`config.mk`:
```
export PLATFORM = sky130hd
export DESIGN_NAME = alu_seq_ctrl_flat
export DESIGN_NICKNAME = d
export VERILOG_FILES = /design/src/rtl/alu_seq_ctrl_if.sv /design/src/rtl/alu_seq_ctrl.sv /design/src/flat_wrapper.sv
export SDC_FILE = /design/constraint.sdc
export NUM_CORES = 1
export LEC_CHECK = 0
export ABC_AREA = 1
export ABC_CLOCK_PERIOD_IN_PS = 1720
export BUFFER_PORTS_ARGS = -buffer_cell sky130_fd_sc_hd__buf_4
export CAP_MARGIN = 5
export CORE_MARGIN = 5
export CORE_UTILIZATION = 34
export DETAILED_ROUTE_END_ITERATION = 12
export GPL_TIMING_DRIVEN = 0
export MAX_ROUTING_LAYER = met4
export SYNTH_ARGS = -nofsm -noshare
export SYNTH_HDL_FRONTEND = slang
export SYNTH_SLANG_ARGS = --single-unit
```
`constraint.sdc`:
```
create_clock -name clk -period 1.72 [get_ports clk]
set_clock_uncertainty 0.1 [all_clocks]
set_input_delay 0.344 -clock clk [delete_from_list [all_inputs] [get_ports clk]]
set_output_delay 0.344 -clock clk [all_outputs]
set_load 0.02 [all_outputs]
```
`src/rtl/alu_seq_ctrl_if.sv`:
```
// Byte-stream handshake plus external ALU control/result bus between the
// sequencer and its neighbours.
interface alu_seq_ctrl_if;
   logic [7:0] in_data;
   logic       in_valid;
   logic       in_ready;
   logic [7:0] out_data;
   logic       out_valid;
   logic       out_ready;
   logic       out_last;
   logic       busy;
   logic [7:0] alu_din;
   logic       alu_sel_a;
   logic [2:0] alu_op;
   logic [1:0] alu_fsel;
   logic [7:0] alu_res_lo;
   logic [5:0] alu_res_hi;
   logic       alu_flag;
   logic       alu_ovf;

   modport slave (
      input  in_data, in_valid, out_ready,
      input  alu_res_lo, alu_res_hi, alu_flag, alu_ovf,
      output in_ready, out_data, out_valid, out_last, busy,
      output alu_din, alu_sel_a, alu_op, alu_fsel
   );

   modport master (
      output in_data, in_valid, out_ready,
      output alu_res_lo, alu_res_hi, alu_flag, alu_ovf,
      input  in_ready, out_data, out_valid, out_last, busy,
      input  alu_din, alu_sel_a, alu_op, alu_fsel
   );
endinterface

```
`src/rtl/alu_seq_ctrl.sv`:
```
// Sequences command/operand bytes into an external ALU and streams the result
// back as two bytes: low result byte, then {flag, ovf, res[13:8]}.
//
// state  | meaning
// IDLE   | waiting for a command byte
// GET_A  | waiting for operand A byte
// GET_B  | waiting for operand B byte
// LOAD_A | alu_din = A, alu_sel_a = 1 (one cycle)
// LOAD_B | alu_din = B, alu_sel_a = 0 (one cycle)
// SETTLE | ALU result settles, captured at end of cycle
// OUT_LO | presenting result low byte
// OUT_HI | presenting flag/ovf/high bits, last byte of the result
module alu_seq_ctrl (
   input  logic          clk,
   input  logic          rst_n,
   alu_seq_ctrl_if.slave bus
);

   typedef enum logic [2:0] {
      S_IDLE,
      S_GET_A,
      S_GET_B,
      S_LOAD_A,
      S_LOAD_B,
      S_SETTLE,
      S_OUT_LO,
      S_OUT_HI
   } state_t;

   state_t     state_q;
   logic [7:0] a_q;
   logic [7:0] b_q;
   logic [7:0] res_lo_q;
   logic [7:0] res_hi_q;
   logic [7:0] alu_din_q;
   logic       alu_sel_a_q;
   logic [2:0] alu_op_q;
   logic [1:0] alu_fsel_q;
   logic [7:0] out_data_q;
   logic       out_valid_q;
   logic       out_last_q;
   logic       busy_q;
   logic       chain_avail_q;

   logic       in_ready;
   logic       in_xfer;
   logic       out_xfer;

   assign in_ready = (state_q == S_IDLE) || (state_q == S_GET_A) || (state_q == S_GET_B);
   assign in_xfer  = bus.in_valid & in_ready;
   assign out_xfer = out_valid_q & bus.out_ready;

   always_ff @(posedge clk or negedge rst_n) begin
      if (!rst_n) begin
         state_q       <= S_IDLE;
         a_q           <= 8'h00;
         b_q           <= 8'h00;
         res_lo_q      <= 8'h00;
         res_hi_q      <= 8'h00;
         alu_din_q     <= 8'h00;
         alu_sel_a_q   <= 1'b0;
         alu_op_q      <= 3'b000;
         alu_fsel_q    <= 2'b00;
         out_data_q    <= 8'h00;
         out_valid_q   <= 1'b0;
         out_last_q    <= 1'b0;
         busy_q        <= 1'b0;
         chain_avail_q <= 1'b0;
      end else begin
         // Outside LOAD_A the ALU B register keeps tracking the current operand.
         alu_din_q   <= b_q;
         alu_sel_a_q <= 1'b0;
         case (state_q)
            S_IDLE: begin
               if (in_xfer) begin
                  alu_op_q   <= bus.in_data[2:0];
                  alu_fsel_q <= bus.in_data[4:3];
                  busy_q     <= 1'b1;
                  if (bus.in_data[5]) begin
                     a_q     <= chain_avail_q ? res_lo_q : 8'h00;
                     state_q <= S_GET_B;
                  end else begin
                     state_q <= S_GET_A;
                  end
               end
            end
            S_GET_A: begin
               if (in_xfer) begin
                  a_q     <= bus.in_data;
                  state_q <= S_GET_B;
               end
            end
            S_GET_B: begin
               if (in_xfer) begin
                  b_q         <= bus.in_data;
                  alu_din_q   <= a_q;
                  alu_sel_a_q <= 1'b1;
                  state_q     <= S_LOAD_A;
               end
            end
            S_LOAD_A: state_q <= S_LOAD_B;
            S_LOAD_B: state_q <= S_SETTLE;
            S_SETTLE: begin
               res_lo_q    <= bus.alu_res_lo;
               res_hi_q    <= {bus.alu_flag, bus.alu_ovf, bus.alu_res_hi};
               out_data_q  <= bus.alu_res_lo;
               out_valid_q <= 1'b1;
               out_last_q  <= 1'b0;
               state_q     <= S_OUT_LO;
            end
            S_OUT_LO: begin
               if (out_xfer) begin
                  out_data_q <= res_hi_q;
                  out_last_q <= 1'b1;
                  state_q    <= S_OUT_HI;
               end
            end
            S_OUT_HI: begin
               if (out_xfer) begin
                  out_valid_q   <= 1'b0;
                  out_last_q    <= 1'b0;
                  busy_q        <= 1'b0;
                  chain_avail_q <= 1'b1;
                  state_q       <= S_IDLE;
               end
            end
            default: state_q <= S_IDLE;
         endcase
      end
   end

   assign bus.in_ready  = in_ready;
   assign bus.out_data  = out_data_q;
   assign bus.out_valid = out_valid_q;
   assign bus.out_last  = out_last_q;
   assign bus.busy      = busy_q;
   assign bus.alu_din   = alu_din_q;
   assign bus.alu_sel_a = alu_sel_a_q;
   assign bus.alu_op    = alu_op_q;
   assign bus.alu_fsel  = alu_fsel_q;

endmodule

```
`src/flat_wrapper.sv`:
```
// flat-port wrapper written by rule: the top's interface ports become plain ports
module alu_seq_ctrl_flat 
  (clk, rst_n, bus_in_data, bus_in_valid, bus_out_ready, bus_alu_res_lo, bus_alu_res_hi, bus_alu_flag, bus_alu_ovf, bus_in_ready, bus_out_data, bus_out_valid, bus_out_last, bus_busy, bus_alu_din, bus_alu_sel_a, bus_alu_op, bus_alu_fsel);
  alu_seq_ctrl_if bus_i ();
  input  logic clk;
  input  logic rst_n;
  input wire logic [$bits(bus_i.in_data)-1:0] bus_in_data;
  input wire logic [$bits(bus_i.in_valid)-1:0] bus_in_valid;
  input wire logic [$bits(bus_i.out_ready)-1:0] bus_out_ready;
  input wire logic [$bits(bus_i.alu_res_lo)-1:0] bus_alu_res_lo;
  input wire logic [$bits(bus_i.alu_res_hi)-1:0] bus_alu_res_hi;
  input wire logic [$bits(bus_i.alu_flag)-1:0] bus_alu_flag;
  input wire logic [$bits(bus_i.alu_ovf)-1:0] bus_alu_ovf;
  output wire logic [$bits(bus_i.in_ready)-1:0] bus_in_ready;
  output wire logic [$bits(bus_i.out_data)-1:0] bus_out_data;
  output wire logic [$bits(bus_i.out_valid)-1:0] bus_out_valid;
  output wire logic [$bits(bus_i.out_last)-1:0] bus_out_last;
  output wire logic [$bits(bus_i.busy)-1:0] bus_busy;
  output wire logic [$bits(bus_i.alu_din)-1:0] bus_alu_din;
  output wire logic [$bits(bus_i.alu_sel_a)-1:0] bus_alu_sel_a;
  output wire logic [$bits(bus_i.alu_op)-1:0] bus_alu_op;
  output wire logic [$bits(bus_i.alu_fsel)-1:0] bus_alu_fsel;
  assign bus_i.in_data = bus_in_data;
  assign bus_i.in_valid = bus_in_valid;
  assign bus_i.out_ready = bus_out_ready;
  assign bus_i.alu_res_lo = bus_alu_res_lo;
  assign bus_i.alu_res_hi = bus_alu_res_hi;
  assign bus_i.alu_flag = bus_alu_flag;
  assign bus_i.alu_ovf = bus_alu_ovf;
  assign bus_in_ready = bus_i.in_ready;
  assign bus_out_data = bus_i.out_data;
  assign bus_out_valid = bus_i.out_valid;
  assign bus_out_last = bus_i.out_last;
  assign bus_busy = bus_i.busy;
  assign bus_alu_din = bus_i.alu_din;
  assign bus_alu_sel_a = bus_i.alu_sel_a;
  assign bus_alu_op = bus_i.alu_op;
  assign bus_alu_fsel = bus_i.alu_fsel;
  alu_seq_ctrl u_core (.clk(clk), .rst_n(rst_n), .bus(bus_i));
endmodule
```
After elaboration in Yosys (flattened, before gate mapping)
Index checks and enable logic that the tools add are counted.
W data, S select, Z words.
{"block": "totals", "register_bits": 61, "inputBits": 28, "output_inout_bits": 26, "wordCells": 70}
{"block": "op_classes", "eq_ne": 13, "muxes": 24, "n_bitwise": 2, "n_reduce_logical": 17}
{"operator": "$mux W8", "count": 7}
{"operator": "$pmux W8 S2", "count": 2}
{"operator": "$pmux W3 S8", "count": 1}
{"operator": "$mux W3", "count": 5}
{"operator": "$eq A3 B3 Y1 const B", "count": 4}
{"operator": "$ne A2 B1 Y1 const B", "count": 5}
{"operator": "$reduce_and A2 Y1", "count": 5}
{"operator": "$reduce_bool A2 Y1", "count": 4}
{"operator": "$eq A3 B2 Y1 const B", "count": 2}
{"operator": "$reduce_and A3 Y1", "count": 2}
{"operator": "$mux W1", "count": 5}
{"operator": "$reduce_and A5 Y1", "count": 1}
{"operator": "$pmux W1 S2", "count": 2}
{"operator": "$reduce_and A4 Y1", "count": 1}
{"operator": "$eq A3 B1 Y1 const B", "count": 1}
{"operator": "$logic_not A3 Y1", "count": 1}
{"operator": "$pmux W1 S3", "count": 1}
{"operator": "$reduce_bool A3 Y1", "count": 1}
{"operator": "$and A1 B1 Y1", "count": 2}
{"operator": "$logic_or A1 B1 Y1", "count": 2}
{"operator": "$mux W2", "count": 1}
{"operator": "$ne A2 B2 Y1 const B", "count": 1}

Depth between registers and ports, before layout
Gate-level depths: netlist (run 1).
{"block": "depth", "word_depth": 6, "mapped_depth": 7, "mapped_depth_nobuf": 6}

Worst setup path before layout (run 1)
No wires, ideal clock.
{"block": "synth_timing", "path_type": "register to output", "startpoint": "register u_core.state_q[2]", "endpoint": "output bus_in_ready", "arrival_time_ns": 0.918, "required_time_ns": 1.276, "path_slack_ns": 0.358, "path_stages_with_launch": 5, "path_buffers": 1, "cell_sequence": "dfrtp_1 > inv_2 > buf_4 > nand2_1 > inv_1"}
{"block": "synth_via", "elab_chain_len": 3}
{"element": "from (decl)", "line": "alu_seq_ctrl.sv:30", "text": "state_t state_q;"}
{"element": "from (signal assigned)", "line": "alu_seq_ctrl.sv:55", "text": "state_q <= S_IDLE;"}
{"element": "from (signal assigned)", "line": "alu_seq_ctrl.sv:81", "text": "state_q <= S_GET_B;"}
{"element": "from (signal assigned)", "line": "alu_seq_ctrl.sv:83", "text": "state_q <= S_GET_A;"}
{"element": "$eq A3 B1 Y1 / $logic_not A3 Y1 (equally long branches)", "line": "alu_seq_ctrl.sv:49", "text": "assign in_ready = (state_q == S_IDLE) || (state_q == S_GET_A) || (state_q == S_GET_B);"}
{"element": "$logic_or A1 B1 Y1", "line": "alu_seq_ctrl.sv:49"}
{"element": "$logic_or A1 B1 Y1 *", "line": "alu_seq_ctrl.sv:49"}
{"element": "to (decl)", "line": "flat_wrapper.sv:14", "text": "output wire logic [$bits(bus_i.in_ready)-1:0] bus_in_ready;"}
Every way passes the cells marked *; elsewhere a longest branch is shown, timed or not.

Worst setup path after layout (run 1)
{"block": "layout_timing", "startpoint": "register u_core.state_q[0]", "endpoint": "output bus_in_ready"}
Same word-level chain as after synthesis.

==> results by group, run 1 <==
Outcome
  – Status: finished clean

STA
  – Final Max Slew Viols: 0
  – Fmax: 612 MHz
  – Final setup viols: 0
  – Final critical-path share of the clock period: 94.9%
  – Minimum clock period: 1.63 ns
  – Min setup slack post-route: 0.0870 ns
  – Slew margin rel.: 49.4%
  – Hold Vio Cnt, Final: 0
  – Worst hold margin: 0.130 ns
  – Setup_tns: 0 ns
  – Unrepaired setup endpoints after global routing: false
  – Slew @ Worst Pin: 0.758 ns

Detailed routing
  – DR pass1 iterations: 4
  – Drt total wl: 6.22 mm
  – DRT iter0 DRCs: 83
  – Antenna violation net count after detailed routing: 0
  – Remaining DRCs: 0
  – Via count of the routed design: 2237
  – Routed length per instance: 12.6 um
  – Via/cell ratio: 4.54

Synth
  – Area leader, netlist: dfrtp_1
  – Post-synth top area share: 55.6%
  – #FFs+latches synth: 61
  – Post-Syn Instances: 320
  – Synth Flop Type: dfrtp_1
  – Cell area after synthesis: 2750 um2
  – Post-synth EDFFs: 0
  – Main area contributors after synthesis: dfrtp_1 (56%), nand2_1 (20%), nand3_1 (8.2%)
  – Synth async-reset ratio: 100%
  – Post-synth net total: 348
  – Post-synth cell types: 20
  – Yosys warns: 0
  – Syn Area/Cell: 8.58 um2
  – Sequential share of the synthesized area: 55.6%

Power
  – Power Total: 6.56 mW
  – LEAKAGE: 1.89 nW
  – Max IR drop VDD: 0.753 mV
  – PwrDens: 1880 nW/um2

Finish
  – Highest-count cells in the layout ignoring fill and taps: nand2_1 (143), dfrtp_1 (60), buf_4 (56)
  – Diode count: 0
  – Fin nets: 415
  – Most common library cell in the layout ignoring fill and taps: nand2_1
  – P&R area growth vs syn: 27.1%
  – Register area: 1530 um2
  – FILL cells: 812
  – Multi-input gate area: 1040 um2
  – Layout Cells excl Fill: 493
  – Share of layout cells above drive strength 1: 25.6%

Clock network
  – CTS Buf Count: 9
  – Clock-pin slew of the registers on the worst-case setup and hold paths: 0.07 ns
  – H-Tree Depth: 3
  – CTS Sinks: 61
  – CTS tree: yes
  – Bufs on Longest Clock Path: 2
  – Root Buffer: clkbuf_8
  – Worst skew pair latency: 0.34 ns

Global routing
  – Total gr overflow: 0
  – Vias in the first global route: 2263
  – Pin count of the biggest net entering global routing: 62
  – Tot GR Track Use: 14.0%
  – Global-route wire length before repair: 10.6 mm
  – Initial antenna violation count: 0

Place
  – Pre-CTS WS: 0.227 ns
  – DP HPWL: 4.52 mm
  – Port bufs: 53
  – GPL Wtd Cong: 0.809
  – Placed insts: 475

Flow run
  – # Max-Cap Violations: 0

Critical path
  – Required @ worst endpoint: 1.28 ns
  – Crit-path max FO: 8
  – Critical Path Max Stage Delay: 0.38 ns
  – Critical path's top delay family: flip-flops
  – Arrival @ worst endpoint: 1.19 ns
  – Setup CP Type: flip-flop to output port
  – CP Cell Sequence: buf_6 > nand2_2 > nand2_1 > inv_1 > buf_4
  – Slowest stage cell on the critical path: dfrtp_1
  – Setup crit end kind: output port
  – Startpoint types: flip-flop
  – Worst path bufs/invs: 3

Min path
  – Hold Crit Class: input pin to flip-flop

Die
  – Core Footprint: 7810 um2
  – Die width: 99.9 um
  – Row cnt: 32
  – Die Y: 99.9 um
  – Die area: 9980 um2
  – I/O pin total: 54
  – Initial Utilization: 35.2%
## per-layer routing
metal	part of all wire (%)	global-route usage [%]
met5	0	-
met4	0.64	5.36
met3	5.2	3.96
met2	48	21.8
met1	46	17.2
## cell families after synthesis
family                 Yosys count  synth area share, %
AOI/OAI and AO/OA               17                 3.19
buffers and inverters           32                 6.65
DFF                             61                 55.6
and+or+nand+nor                210                 34.6
## Yosys cell counts, types with 3 or more instances
| library cell | instances |
|---|---|
| o21ai_1 | 12 |
| dfrtp_1 | 61 |
| buf_4 | 3 |
| buf_2 | 5 |
| nand2_1 | 144 |
| inv_1 | 12 |
| nand3_1 | 45 |
| o21ai_0 | 4 |
| nand3_4 | 3 |
| inv_2 | 5 |
| nor2_4 | 3 |
| nand4_1 | 8 |
| buf_6 | 6 |
## metrics by stage
step / util (%) / area (um2)
floorplan: - / 2750
global placement: 41.9 / 3270
detailed placement: 41.9 / 3270
CTS: 44.5 / 3470
global route: 44.7 / 3490
finish: 44.7 / 3490
## registers in the layout, indices dropped and copies added (netlist names), 2 cells and up
signal,cells
u_core.bus.out_data,8
u_core.bus.alu_fsel,2
u_core.res_hi_q,8
u_core.bus.alu_op,3
u_core.a_q,8
u_core.state_q,3
u_core.bus.alu_din,8
u_core.res_lo_q,8
u_core.b_q,8
## where the power goes
part	switching, mW	internal, mW	leakage (nW)
logic	1.84	1.18	1.04
registers	0.295	2.09	0.755
clock network	0.520	0.632	0.0926
## worst register-to-register path: stages (launching register included)
cell,delay (ns)
dfrtp_2,0.40
buf_4,0.16
nor2_2,0.16
nand2_1,0.11
nor2_4,0.20
inv_2,0.12
nand2_1,0.08
nand2_1,0.05
## final timing paths
check                      cells after the start                endpoint  slack [ns]         startpoint
max in group asynchronous                      2       u_core.state_q[2]        0.46              rst_n
hold / removal                                 3      u_core.res_hi_q[1]        0.13  bus_alu_res_hi[1]
min in group asynchronous                      2  u_core.bus.alu_fsel[1]        0.52              rst_n
setup / recovery                               5            bus_in_ready        0.09  u_core.state_q[0]
hold reg to reg                                2   u_core.bus.alu_din[5]        0.37      u_core.a_q[5]
setup reg to reg                               7           u_core.a_q[3]        0.24  u_core.state_q[2]
## area by class of cell
cell class,count,share of cell area (%)
Clock buffer,14,4.95
Clock inverter,1,0.143
Inverter,17,1.83
Multi-Input combinational cell,227,29.8
Sequential cell,61,43.8
Tap cell,102,3.66
Buffer,15,3.73
Timing Repair Buffer,56,12.1
## timing repair
| item | 4_1_cts | 5_1_grt |
|---|---|---|
| buffers inserted | 1 | 1 |
| endpoints found under the hold margin | 33 | 0 |
| setup endpoints to repair | 1 | 1 |
| hold buffers | 1 | 0 |
| gates resized for setup | 2 | 3 |
No activity file was read; power rests on OpenSTA's default activity.
==> run 2, diff against run 1 <==
--- a/config.mk
+++ b/config.mk
@@ -11,8 +11,9 @@
 export CAP_MARGIN = 5
 export CORE_MARGIN = 5
 export CORE_UTILIZATION = 34
+export CTS_CLUSTER_DIAMETER = 200
+export CTS_CLUSTER_SIZE = 24
 export DETAILED_ROUTE_END_ITERATION = 12
-export GPL_TIMING_DRIVEN = 0
 export MAX_ROUTING_LAYER = met4
 export SYNTH_ARGS = -nofsm -noshare
 export SYNTH_HDL_FRONTEND = slang
==> results by group, run 2 (synthesis gave the netlist of run 1 again) <==
Outcome
  – Status: finished clean

STA
  – Unrepaired setup endpoints after global routing: false
  – Final critical-path share of the clock period: 95.6%
  – Final Max Slew Viols: 0
  – Minimum clock period: 1.64 ns
  – Slew margin rel.: 74.5%
  – Hold Vio Cnt, Final: 0
  – Setup_tns: 0 ns
  – Final setup viols: 0
  – Slew @ Worst Pin: 0.381 ns
  – Fmax: 608 MHz

Global routing
  – Tot GR Track Use: 14.0%
  – Pin count of the biggest net entering global routing: 38
  – Total gr overflow: 0
  – Initial antenna violation count: 0
  – Global-route wire length before repair: 10.6 mm
  – Vias in the first global route: 2189

Power
  – Sw frac: 40.3%
  – Max IR drop VDD: 0.640 mV
  – Comb pwr share: 43.1%
  – Psw: 2.62 mW
  – PwrDens: 1880 nW/um2
  – LEAKAGE: 1.86 nW
  – Seq pwr share: 37.9%
  – Clock share of power: 19.0%
  – Internal power: 3.88 mW

Finish
  – Diode count: 0
  – Fin util: 44.2%
  – Share of layout cells above drive strength 1: 24.7%
  – Most common library cell in the layout ignoring fill and taps: nand2_1
  – P&R area growth vs syn: 25.8%
  – Fin nets: 408
  – Highest-count cells in the layout ignoring fill and taps: nand2_1 (144), buf_4 (62), dfrtp_1 (59)
  – Final instance area: 3450 um2
  – Layout Cells excl Fill: 486

Detailed routing
  – Remaining DRCs: 0
  – DR pass1 iterations: 4
  – Drt total wl: 6.26 mm
  – Routed length per instance: 12.9 um
  – Via/cell ratio: 4.60
  – DRT iter0 DRCs: 71
  – Via count of the routed design: 2234
  – Antenna violation net count after detailed routing: 0

Clock network
  – Root Buffer: clkbuf_8
  – H-Tree Depth: 3
  – Clock-pin slew of the registers on the worst-case setup and hold paths: 0.06 ns
  – CTS Buf Count: 9
  – CTS tree: yes
  – Worst skew pair latency: 0.34 ns
  – CTS Sinks: 61
  – Bufs on Longest Clock Path: 2

Die
  – Die width: 99.9 um
  – Die area: 9980 um2
  – I/O pin total: 54
  – Core Footprint: 7810 um2
  – Row cnt: 32
  – Die Y: 99.9 um
  – Initial Utilization: 35.2%

Critical path
  – Arrival @ worst endpoint: 1.20 ns
  – Required @ worst endpoint: 1.28 ns
  – Setup crit end kind: output port
  – Setup CP Type: flip-flop to output port
  – Crit-path max FO: 11
  – Internal reg-to-reg setup slack: 0.21 ns
  – Startpoint types: flip-flop

Min path
  – Hold Crit Class: input pin to flip-flop

Place
  – Port bufs: 53
  – Placed inst area: 3210 um2
  – GPL Wtd Cong: 0.913
  – DP HPWL: 4.58 mm
  – Placed insts: 466

Flow run
  – # Max-Cap Violations: 0
run 2: changes by cell type in the layout (fill, tap and decap cells not counted), sizes merged:
cell | previous run | this run
inv | 17 | 16
buf | 69 | 63
run 2: worst paths after layout:
check | start | end | depth (start not counted)
hold reg to reg | u_core.res_hi_q[7] | u_core.res_hi_q[7] | 2
hold / removal | bus_alu_res_hi[1] | u_core.res_hi_q[1] | 3
min in group asynchronous | rst_n | u_core.bus.alu_op[1] | 2
max in group asynchronous | rst_n | u_core.bus.out_data[3] | 3
setup / recovery | u_core.state_q[2] | bus_in_ready | 4
setup reg to reg | u_core.state_q[1] | u_core.bus.alu_din[2] | 7
run 2: metal layers:
| metal | global-route usage (%) | part of all wire, % | routed length, um | vias to the layer above |
|---|---|---|---|---|
| li1 | - | - | - | 1148 |
| met1 | 16.7 | 45 | 2840 | 1012 |
| met2 | 21.4 | 46 | 2900 | 61 |
| met3 | 5.56 | 6.4 | 399 | 13 |
| met4 | 5.04 | 1.8 | 114 | 0 |
| met5 | - | 0 | 0 | - |
run 2: layout make-up:
| cell class | count | area [um2] |
|---|---|---|
| clock buffers | 15 | 196 |
| fillers | 808 | 4350 |
| inverters | 17 | 68.8 |
| multi-input cells | 227 | 1040 |
| flip-flops and latches | 61 | 1530 |
| well taps | 102 | 128 |
| repair buffers | 64 | 495 |
run 2: repair_timing:
item,CTS,global route
gates resized for setup,2,2
hold buffers,1,0
hold endpoints to repair,24,0
pin swaps,0,1
setup endpoints to repair,1,9
setup buffers,0,4
run 2: power by group through the flow:
stage,registers (mW),logic [mW],clock network (mW)
floorplan,2.69,1.74,0
global placement,2.48,2.70,0
detailed placement,2.49,2.75,0
CTS,2.48,2.76,1.27
global route,2.53,3.17,1.35
finish,2.47,2.80,1.23
run 2: metrics by stage:
| step | setup slack (ns) | hold WS (ns) | total power, mW |
|---|---|---|---|
| 4_1_cts | 0.0104 | 0.117 | 6.51 |
| 2_1_floorplan | 0.358 | -0.0516 | 4.43 |
| 6_report | 0.0764 | 0.134 | 6.50 |
| 5_1_grt | 0.0101 | 0.126 | 7.05 |
| 3_3_place_gp | 0.186 | 0.173 | 5.18 |
| 3_5_place_dp | 0.128 | 0.174 | 5.24 |
run 2: critical path: stages, from the launching register on:
cell and delay [ns]:
dfrtp_2 0.42, clkinv_4 0.13, nand2_1 0.11, inv_1 0.05
buf_4 0.15
==> run 3, diff against run 2 <==
--- a/config.mk
+++ b/config.mk
@@ -15,6 +15,7 @@
 export CTS_CLUSTER_SIZE = 24
 export DETAILED_ROUTE_END_ITERATION = 12
 export MAX_ROUTING_LAYER = met4
+export PLACE_DENSITY = 0.54
 export SYNTH_ARGS = -nofsm -noshare
 export SYNTH_HDL_FRONTEND = slang
 export SYNTH_SLANG_ARGS = --single-unit
==> results by group, run 3 (synthesis gave the netlist of run 1 again) <==
Critical path
  – Worst R2R Path Depth: 6
  – Crit path from: u_core.state_q[2]
  – Internal reg-to-reg setup slack: 0.18 ns
  – Arrival @ worst endpoint: 1.16 ns
  – Critical Path Max Stage Delay: 0.44 ns
  – CP Cell Sequence: inv_4 > nand2_1 > inv_1 > buf_4
  – Worst path bufs/invs: 3
  – Crit-path max FO: 7
  – Setup crit end kind: output port
  – Worst r2r src: u_core.state_q[2]
  – Startpoint types: flip-flop
  – Crit path to: bus_in_ready
  – Worst path depth: 4
  – Critical path's top delay family: flip-flops
  – Slowest stage cell on the critical path: dfrtp_2
  – Setup CP Type: flip-flop to output port
  – Required @ worst endpoint: 1.28 ns
  – RR Endpoint: u_core.bus.out_data[7]

Detailed routing
  – Routed length per instance: 13.0 um
  – Remaining DRCs: 0
  – Drt total wl: 6.37 mm
  – Via count of the routed design: 2242
  – Antenna violation net count after detailed routing: 0
  – DRT iter0 DRCs: 68
  – Via/cell ratio: 4.58
  – DR pass1 iterations: 4

STA
  – Fmax: 624 MHz
  – Slew @ Worst Pin: 0.390 ns
  – Setup_tns: 0 ns
  – Slew margin rel.: 74.0%
  – Minimum clock period: 1.60 ns
  – Hold Vio Cnt, Final: 0
  – Final Max Slew Viols: 0
  – Final critical-path share of the clock period: 93.2%
  – Unrepaired setup endpoints after global routing: false
  – Final setup viols: 0

Place
  – GPL Wtd Cong: 0.789
  – DP HPWL: 4.61 mm
  – Placed insts: 467
  – Placed inst area: 3230 um2
  – Port bufs: 53

Power
  – Comb pwr share: 43.6%
  – Psw: 2.68 mW
  – Max IR drop VDD: 0.692 mV
  – LEAKAGE: 1.89 nW
  – PwrDens: 1910 nW/um2
  – Sw frac: 40.1%
  – Clock share of power: 19.8%
  – Internal power: 4.00 mW
  – Seq pwr share: 36.6%

Finish
  – Fin nets: 410
  – Share of layout cells above drive strength 1: 25.6%
  – Highest-count cells in the layout ignoring fill and taps: nand2_1 (144), buf_4 (63), dfrtp_1 (59)
  – Fin util: 44.7%
  – Final instance area: 3490 um2
  – Diode count: 0
  – P&R area growth vs syn: 27.2%
  – Most common library cell in the layout ignoring fill and taps: nand2_1
  – Layout Cells excl Fill: 489

Clock network
  – H-Tree Depth: 3
  – Worst skew pair latency: 0.33 ns
  – Root Buffer: clkbuf_8
  – CTS tree: yes
  – Clock-pin slew of the registers on the worst-case setup and hold paths: 0.07 ns
  – Bufs on Longest Clock Path: 2
  – CTS Buf Count: 9
  – CTS Sinks: 61

Global routing
  – Met3 global-route usage: 4.59%
  – Pin count of the biggest net entering global routing: 36
  – M1 GR Usage: 18.0%
  – Met2 Use GR: 21.2%
  – Initial antenna violation count: 0
  – Tot GR Track Use: 14.1%
  – Vias in the first global route: 2231
  – Global-route wire length before repair: 10.8 mm
  – Total gr overflow: 0
  – GRT Max-Usage Layer: met2

Die
  – Core Footprint: 7810 um2
  – Die area: 9980 um2
  – Initial Utilization: 35.2%
  – Die Y: 99.9 um
  – Die width: 99.9 um
  – Row cnt: 32
  – I/O pin total: 54

Min path
  – Hold Path Cell Cnt: 3
  – Hold Path Origin: bus_alu_res_hi[0]
  – Hold Crit Class: input pin to flip-flop

Outcome
  – Status: finished clean

Flow run
  – # Max-Cap Violations: 0
run 3: cell count changes in the layout (fill, tap and decap cells not counted), sizes merged:
cell    delta
buf        +2
clkinv     +2
inv        +1
bufinv     +1
clkbuf     -3
run 3: worst min-delay path by stage:
stage | endpoint | slack (ns)
floorplan | u_core.a_q[0] | -0.05
global placement | u_core.bus.alu_op[2] | 0.19
detailed placement | u_core.bus.alu_fsel[1] | 0.19
CTS | u_core.res_hi_q[5] | 0.12
global route | u_core.res_hi_q[5] | 0.13
finish | u_core.res_hi_q[0] | 0.14
run 3: final cells by class:
type | instances | area (um2)
clock buffer | 12 | 165
fill | 796 | 4310
timing repair buffer | 66 | 523
multi-input combinational | 227 | 1040
tap | 102 | 128
clock inverter | 4 | 45.0
inverter | 17 | 66.3
sequential | 61 | 1530
run 3: through the flow:
step                total power, mW  setup slack, ns  hold WS (ns)
detailed placement             5.30            0.176         0.190
floorplan                      4.43            0.358       -0.0516
global placement               5.27            0.185         0.185
global route                   7.24           0.0423         0.134
CTS                            6.67          0.00319         0.117
finish                         6.68            0.117         0.139
run 3: per-layer routing:
layer,up-vias,share of wire [%]
li1,1148,-
met1,1029,47
met2,54,46
met3,11,5.0
met4,0,1.8
met5,-,0
run 3: worst min-delay path, cell delays in order:
cell	delay, ns
buf_4	0.08
nand3_1	0.06
nand2_1	0.06
run 3: power by group through the flow:
stage / logic, mW / registers (mW) / clock network, mW
floorplan: 1.74 / 2.69 / 0
global placement: 2.76 / 2.50 / 0
detailed placement: 2.79 / 2.52 / 0
CTS: 2.80 / 2.51 / 1.36
global route: 3.27 / 2.53 / 1.43
finish: 2.91 / 2.45 / 1.32
run 3: what timing repair did:
item	in CTS	in global routing
buffers inserted	0	5
endpoints found under the hold margin	26	0
resized for setup	3	0
hold buffers	1	0
endpoints found under the setup margin	1	1
pin swaps	0	0
